## config.mk

```make
export PLATFORM = sky130hd
export DESIGN_NAME = team_07_wb_master
export DESIGN_NICKNAME = d
export VERILOG_FILES = /design/src/rtl/team_07_wb_master.sv
export SDC_FILE = /design/constraint.sdc
export NUM_CORES = 1
export LEC_CHECK = 0
export ABC_AREA = 0
export BUFFER_PORTS_ARGS = -buffer_cell sky130_fd_sc_hd__buf_2
export CORE_ASPECT_RATIO = 0.9
export CORE_MARGIN = 5
export CORE_UTILIZATION = 41
export CTS_BUF_LIST = sky130_fd_sc_hd__clkbuf_16
export DETAILED_ROUTE_END_ITERATION = 7
export PLACE_DENSITY = 0.77
export SLEW_MARGIN = 40
export SYNTH_ARGS = -nofsm -noshare
export SYNTH_HDL_FRONTEND = slang
export SYNTH_SLANG_ARGS = --single-unit
```

## constraint.sdc

```tcl
create_clock -name clk_i -period 3.5 [get_ports clk_i]
set_clock_uncertainty 0.05 [all_clocks]
set_input_delay 0.525 -clock clk_i [delete_from_list [all_inputs] [get_ports clk_i]]
set_output_delay 0.525 -clock clk_i [all_outputs]
set_load 0.01 [all_outputs]
```

## src/rtl/team_07_wb_master.sv

```systemverilog
// Wishbone classic initiator: turns one valid/ready request into one bus read or write,
// with a bus-timeout abort, and returns the outcome on a valid/ready response channel.
module team_07_wb_master #(
    parameter int ADDR_W  = 32,
    parameter int DATA_W  = 32,
    parameter int TIMEOUT = 64,
    parameter int SEL_W   = DATA_W / 8
) (
    input  logic              clk_i,
    input  logic              rst_i,
    input  logic              req_valid,
    output logic              req_ready,
    input  logic              req_we,
    input  logic [ADDR_W-1:0] req_adr,
    input  logic [DATA_W-1:0] req_dat,
    input  logic [SEL_W-1:0]  req_sel,
    output logic              rsp_valid,
    input  logic              rsp_ready,
    output logic [DATA_W-1:0] rsp_dat,
    output logic [1:0]        rsp_err,
    output logic              cyc_o,
    output logic              stb_o,
    output logic              we_o,
    output logic [ADDR_W-1:0] adr_o,
    output logic [DATA_W-1:0] dat_o,
    output logic [SEL_W-1:0]  sel_o,
    input  logic [DATA_W-1:0] dat_i,
    input  logic              ack_i,
    input  logic              err_i
);

    typedef enum logic [1:0] {IDLE, BUS, RESP} state_t;

    localparam logic [1:0] RSP_OK      = 2'b00;
    localparam logic [1:0] RSP_SLV_ERR = 2'b01;
    localparam logic [1:0] RSP_TIMEOUT = 2'b10;

    // A one-bit timer is kept when the timeout is disabled so no zero-width vector exists.
    localparam int TMR_W = (TIMEOUT > 0) ? $clog2(TIMEOUT + 1) : 1;
    localparam logic [TMR_W-1:0] TMR_LAST = TMR_W'((TIMEOUT > 0) ? TIMEOUT - 1 : 0);
    localparam logic [TMR_W-1:0] TMR_MAX  = '1;

    state_t             state, state_d;
    logic [TMR_W-1:0]   timer, timer_d;
    logic               req_ready_d, rsp_valid_d, cyc_d, stb_d, we_d;
    logic [ADDR_W-1:0]  adr_d;
    logic [DATA_W-1:0]  dat_d, rsp_dat_d;
    logic [SEL_W-1:0]   sel_d;
    logic [1:0]         rsp_err_d;

    always_comb begin
        // NOTE: every signal gets its hold value first so no path through the case infers a latch.
        state_d     = state;
        timer_d     = timer;
        cyc_d       = cyc_o;
        stb_d       = stb_o;
        we_d        = we_o;
        adr_d       = adr_o;
        dat_d       = dat_o;
        sel_d       = sel_o;
        rsp_valid_d = rsp_valid;
        rsp_dat_d   = rsp_dat;
        rsp_err_d   = rsp_err;

        case (state)
            IDLE: begin
                if (req_valid && req_ready) begin
                    we_d    = req_we;
                    adr_d   = req_adr;
                    dat_d   = req_dat;
                    sel_d   = req_sel;
                    cyc_d   = 1'b1;
                    stb_d   = 1'b1;
                    timer_d = '0;
                    state_d = BUS;
                end
            end
            BUS: begin
                // Error has priority over a simultaneous acknowledge.
                if (err_i || ack_i) begin
                    cyc_d       = 1'b0;
                    stb_d       = 1'b0;
                    rsp_valid_d = 1'b1;
                    rsp_err_d   = err_i ? RSP_SLV_ERR : RSP_OK;
                    rsp_dat_d   = (err_i || we_o) ? '0 : dat_i;
                    state_d     = RESP;
                end else if (TIMEOUT > 0 && timer == TMR_LAST) begin
                    cyc_d       = 1'b0;
                    stb_d       = 1'b0;
                    rsp_valid_d = 1'b1;
                    rsp_err_d   = RSP_TIMEOUT;
                    rsp_dat_d   = '0;
                    state_d     = RESP;
                end else if (timer != TMR_MAX) begin
                    timer_d = timer + TMR_W'(1);
                end
            end
            RESP: begin
                if (rsp_ready) begin
                    rsp_valid_d = 1'b0;
                    state_d     = IDLE;
                end
            end
            default: state_d = IDLE;
        endcase

        // Registered ready: low while in reset and for the cycle a response is consumed.
        req_ready_d = (state_d == IDLE);
    end

    always_ff @(posedge clk_i or posedge rst_i) begin
        if (rst_i) begin
            state     <= IDLE;
            timer     <= '0;
            req_ready <= 1'b0;
            cyc_o     <= 1'b0;
            stb_o     <= 1'b0;
            we_o      <= 1'b0;
            adr_o     <= '0;
            dat_o     <= '0;
            sel_o     <= '0;
            rsp_valid <= 1'b0;
            rsp_dat   <= '0;
            rsp_err   <= RSP_OK;
        end else begin
            // NOTE: non-blocking updates so every register samples pre-edge values.
            state     <= state_d;
            timer     <= timer_d;
            req_ready <= req_ready_d;
            cyc_o     <= cyc_d;
            stb_o     <= stb_d;
            we_o      <= we_d;
            adr_o     <= adr_d;
            dat_o     <= dat_d;
            sel_o     <= sel_d;
            rsp_valid <= rsp_valid_d;
            rsp_dat   <= rsp_dat_d;
            rsp_err   <= rsp_err_d;
        end
    end

endmodule

```

==> results.sh <==
export IMPL_status="finished clean"
export IMPL_cts_resized=0
export IMPL_cp_delay_by_family_top="compound AO/OA/AOI/OAI gates"
export IMPL_globalRouteMet2Util=0.2618
export IMPL_use_met1=0.2007
export IMPL_routabilityCongestion=0.7211
export IMPL_cp_end_kind="flip-flop"
export IMPL_busiest_layer="met2"
export IMPL_critPathMaxFanout=36
export IMPL_synth_largest_type_area_fraction=0.6647
export IMPL_setup_tns_ns=0
export IMPL_routed_via_count=3157
export IMPL_synth_net_count=389
export IMPL_critical_path_startpoint_type="flip-flop"
export IMPL_fraction_of_power_consumed_by_the_clock_network=0.285
export IMPL_crit_required_ns=3.72
export IMPL_detailedPlacementHpwl_um=7470
export IMPL_crit_chain="ha_1, nand2_1, o31ai_1, nand2_2, a22o_1"
export IMPL_global_route_usage_total=0.1670
export IMPL_tritoncts_num_buffers=17
export IMPL_final_max_slew_viol_count=0
export IMPL_mappedNetlistArea_um2=4329
export IMPL_timing_worst_slew_pin_value_ns=0.6788
export IMPL_io_pin_count=214
export IMPL_worst_setup_path_type="reg -> reg"
export IMPL_critical_path_max_stage_delay_ns=0.47
export IMPL_cts_tree="done"
export IMPL_layout_area_overhead_vs_synth_pct=41.42
export IMPL_mostFrequentLayoutCells="sky130_fd_sc_hd__buf_2, sky130_fd_sc_hd__dfrtp_1, sky130_fd_sc_hd__mux2_2"
export IMPL_seq_area_frac_synth=0.6647
export IMPL_period_share=0.5989
export IMPL_timing_critical_path_slowest_stage_cell="sky130_fd_sc_hd__nand2_2"
export IMPL_synth_warning_count=0
export IMPL_internal_power_w=0.004197
export IMPL_finalWorstPathRequiredPeriod_ns=2.096
export IMPL_clock_insertion_delay_worst_skew_ns=0.39
export IMPL_detail_route_wirelength_um=10210
export IMPL_worst_hold_path_type="in -> async"
export IMPL_numPortBuffers=213
export IMPL_avgRoutedWirePerCell_um=15.90
export IMPL_post_cts_hold_buffer_count=0
export IMPL_reg2regPathDepth=5
export IMPL_postRouteAntennaNets=0
export IMPL_synthCells=281
export IMPL_seq_pwr_share=0.378
export IMPL_grt_antenna_before_repair=1
export IMPL_finalHoldViolations=0
export IMPL_initial_core_util=0.4207
export IMPL_holdWs_ns=0.2451
export IMPL_synthDistinctLibCells=30
export IMPL_drt_drc_violations_left=0
export IMPL_ff2ff_setup_slack_ns=1.40
export IMPL_global_route_overflow_total=0
export IMPL_power_static_leakage_nw=3.106
export IMPL_final_layout_size_suffix_gt1_frac=0.6179
export IMPL_power_switching_w=0.001877
export IMPL_grt_met3_usage=0.07830
export IMPL_vert_die_dim_um=107.5
export IMPL_drv_cap=0
export IMPL_ctsHtreeMaxLevel=4
export IMPL_rsz0062_at_grt="no"
export IMPL_comb_pwr_share=0.338
export IMPL_die_width_um=118.3
export IMPL_crit_arrival_ns=2.32
export IMPL_postCtsSetupRepairBufs=0
export IMPL_cts_root_buffer="sky130_fd_sc_hd__clkbuf_16"
export IMPL_slew_headroom=0.5459
export IMPL_drt_vias_per_instance=4.917
export IMPL_fin_nets=608
export IMPL_drt_pass1_iter_count=4
export IMPL_critical_path_buf_inv_count=0
export IMPL_num_antenna_cells=0
export IMPL_fp_dieArea_um2=12720
export IMPL_grt_max_degree=77
export IMPL_worstReg2RegStart="timer[0]"
export IMPL_row_count=35
export IMPL_synth_avg_cell_area_um2=15.41
export IMPL_worst_path_clk_slew_ns=0.05
export IMPL_switching_share=0.3091
export IMPL_critical_path_reg2reg_endpoint="rsp_dat[8]"
export IMPL_initialDrtViolationCount=130
export IMPL_first_global_vias=3359
export IMPL_ys_ff_latch=115
export IMPL_clock_path_buffers=2
export IMPL_core_area_um2=10290
export IMPL_max_freq_mhz=477.1
export IMPL_netlist_top_cell_by_area="sky130_fd_sc_hd__dfrtp_1"
export IMPL_layout_commonest_cell="sky130_fd_sc_hd__buf_2"
export IMPL_netlist_top_cells_area="sky130_fd_sc_hd__dfrtp_1, sky130_fd_sc_hd__mux2_2, sky130_fd_sc_hd__a22o_1, sky130_fd_sc_hd__buf_2, sky130_fd_sc_hd__o21ai_0"
export IMPL_setup_viol=0
export IMPL_grt_pass1_wl_um=16910
export IMPL_clock_sink_count=115
export IMPL_maximum_ir_drop_on_the_vdd_rail_mv=0.5592
export IMPL_power_density_nw_per_um2=992.1
worst register-to-register path, delay by kind of cell, from the launching register on:
kind | cells | cell delay [ns]
AOI/OAI and AO/OA | 2 | 0.74
adders and majority gates | 1 | 0.21
DFF | 1 | 0.40
and+or+nand+nor | 2 | 0.58
routing by layer:
layer  wire [um]  part of all wire
met1        3976              0.39
met2        5020              0.49
met3        1063              0.10
met4         133             0.013
met5          11            0.0011
power groups by stage:
stage | combinational (W) | sequential [W] | clock [W]
final | 0.00205 | 0.00230 | 0.00173
after CTS | 0.00210 | 0.00230 | 0.00177
after detailed placement | 0.00210 | 0.00231 | 0
after floorplan | 0.000925 | 0.00259 | 0
after global placement | 0.00203 | 0.00228 | 0
after global routing | 0.00223 | 0.00239 | 0.00184
flip-flops by register name, summed over array words and instances (netlist names):
name and flops:
dat_o 32, we_o 1, timer 7, req_ready 1
sel_o 4, rsp_err 2, adr_o 32, state 2
rsp_dat 32, stb_o 1, rsp_valid 1
area by class of cell:
class                   count  area [um2]
multi-input cells         147        1370
repair buffers            217        1104
well taps                 129       161.4
clock buffers              17       425.4
inverters                   2       11.26
fillers                   816        4169
flip-flops and latches    115        2878
clock inverters            15       172.7
cells by family (layout without fill, tap and decap cells):
family | Yosys count | in the layout | share of synthesized area
buffers and inverters | 19 | 251 | 0.02399
DFF | 115 | 115 | 0.6647
and+or+nand+nor | 25 | 25 | 0.03410
muxes | 69 | 69 | 0.1795
AOI/OAI and AO/OA | 52 | 52 | 0.09480
adders and majority gates | 1 | 1 | 0.002890
synthesized netlist by cell type, drive strengths merged:
| library cell | n |
|---|---|
| nor2b | 2 |
| o21bai | 1 |
| a21o | 1 |
| a211o | 1 |
| nor4b | 2 |
| o22a | 1 |
| a22o | 33 |
| a22oi | 1 |
| a21oi | 4 |
| o32ai | 1 |
| or3 | 3 |
| dfrtp | 115 |
| nand3 | 3 |
| mux2 | 69 |
| or4 | 1 |
| nor3 | 1 |
| o21ai | 6 |
| buf | 17 |
| nor4 | 1 |
| nand2 | 8 |
| o21a | 1 |
| and4bb | 1 |
| ha | 1 |
| nand2b | 2 |
| inv | 2 |
| o31ai | 2 |
| nor2 | 1 |
stage by stage:
step / utilization / area (um2) / setup slack [ns] / power (W) / cells
detailed placement: 0.5364 / 5520 / 1.387 / 0.004410 / 610
finish: 0.5949 / 6122 / 1.404 / 0.006074 / 642
global route: 0.5949 / 6122 / 1.281 / 0.006470 / 642
floorplan: - / 4333 / 1.526 / 0.003514 / 281
global placement: 0.5351 / 5507 / 1.197 / 0.004306 / 610
CTS: 0.5945 / 6118 / 1.414 / 0.006173 / 642
how the worst max path moves through the flow:
stage / depth (start not counted) / to / startpoint
after floorplan: 1 / adr_o[0] / rst_i
after detailed placement: 5 / timer[5] / err_i
after global routing: 5 / rsp_dat[8] / timer[0]
after CTS: 5 / rsp_dat[8] / timer[0]
final: 5 / rsp_dat[8] / timer[0]
after global placement: 5 / rsp_dat[17] / timer[0]
No activity file was read; power rests on OpenSTA's default activity.
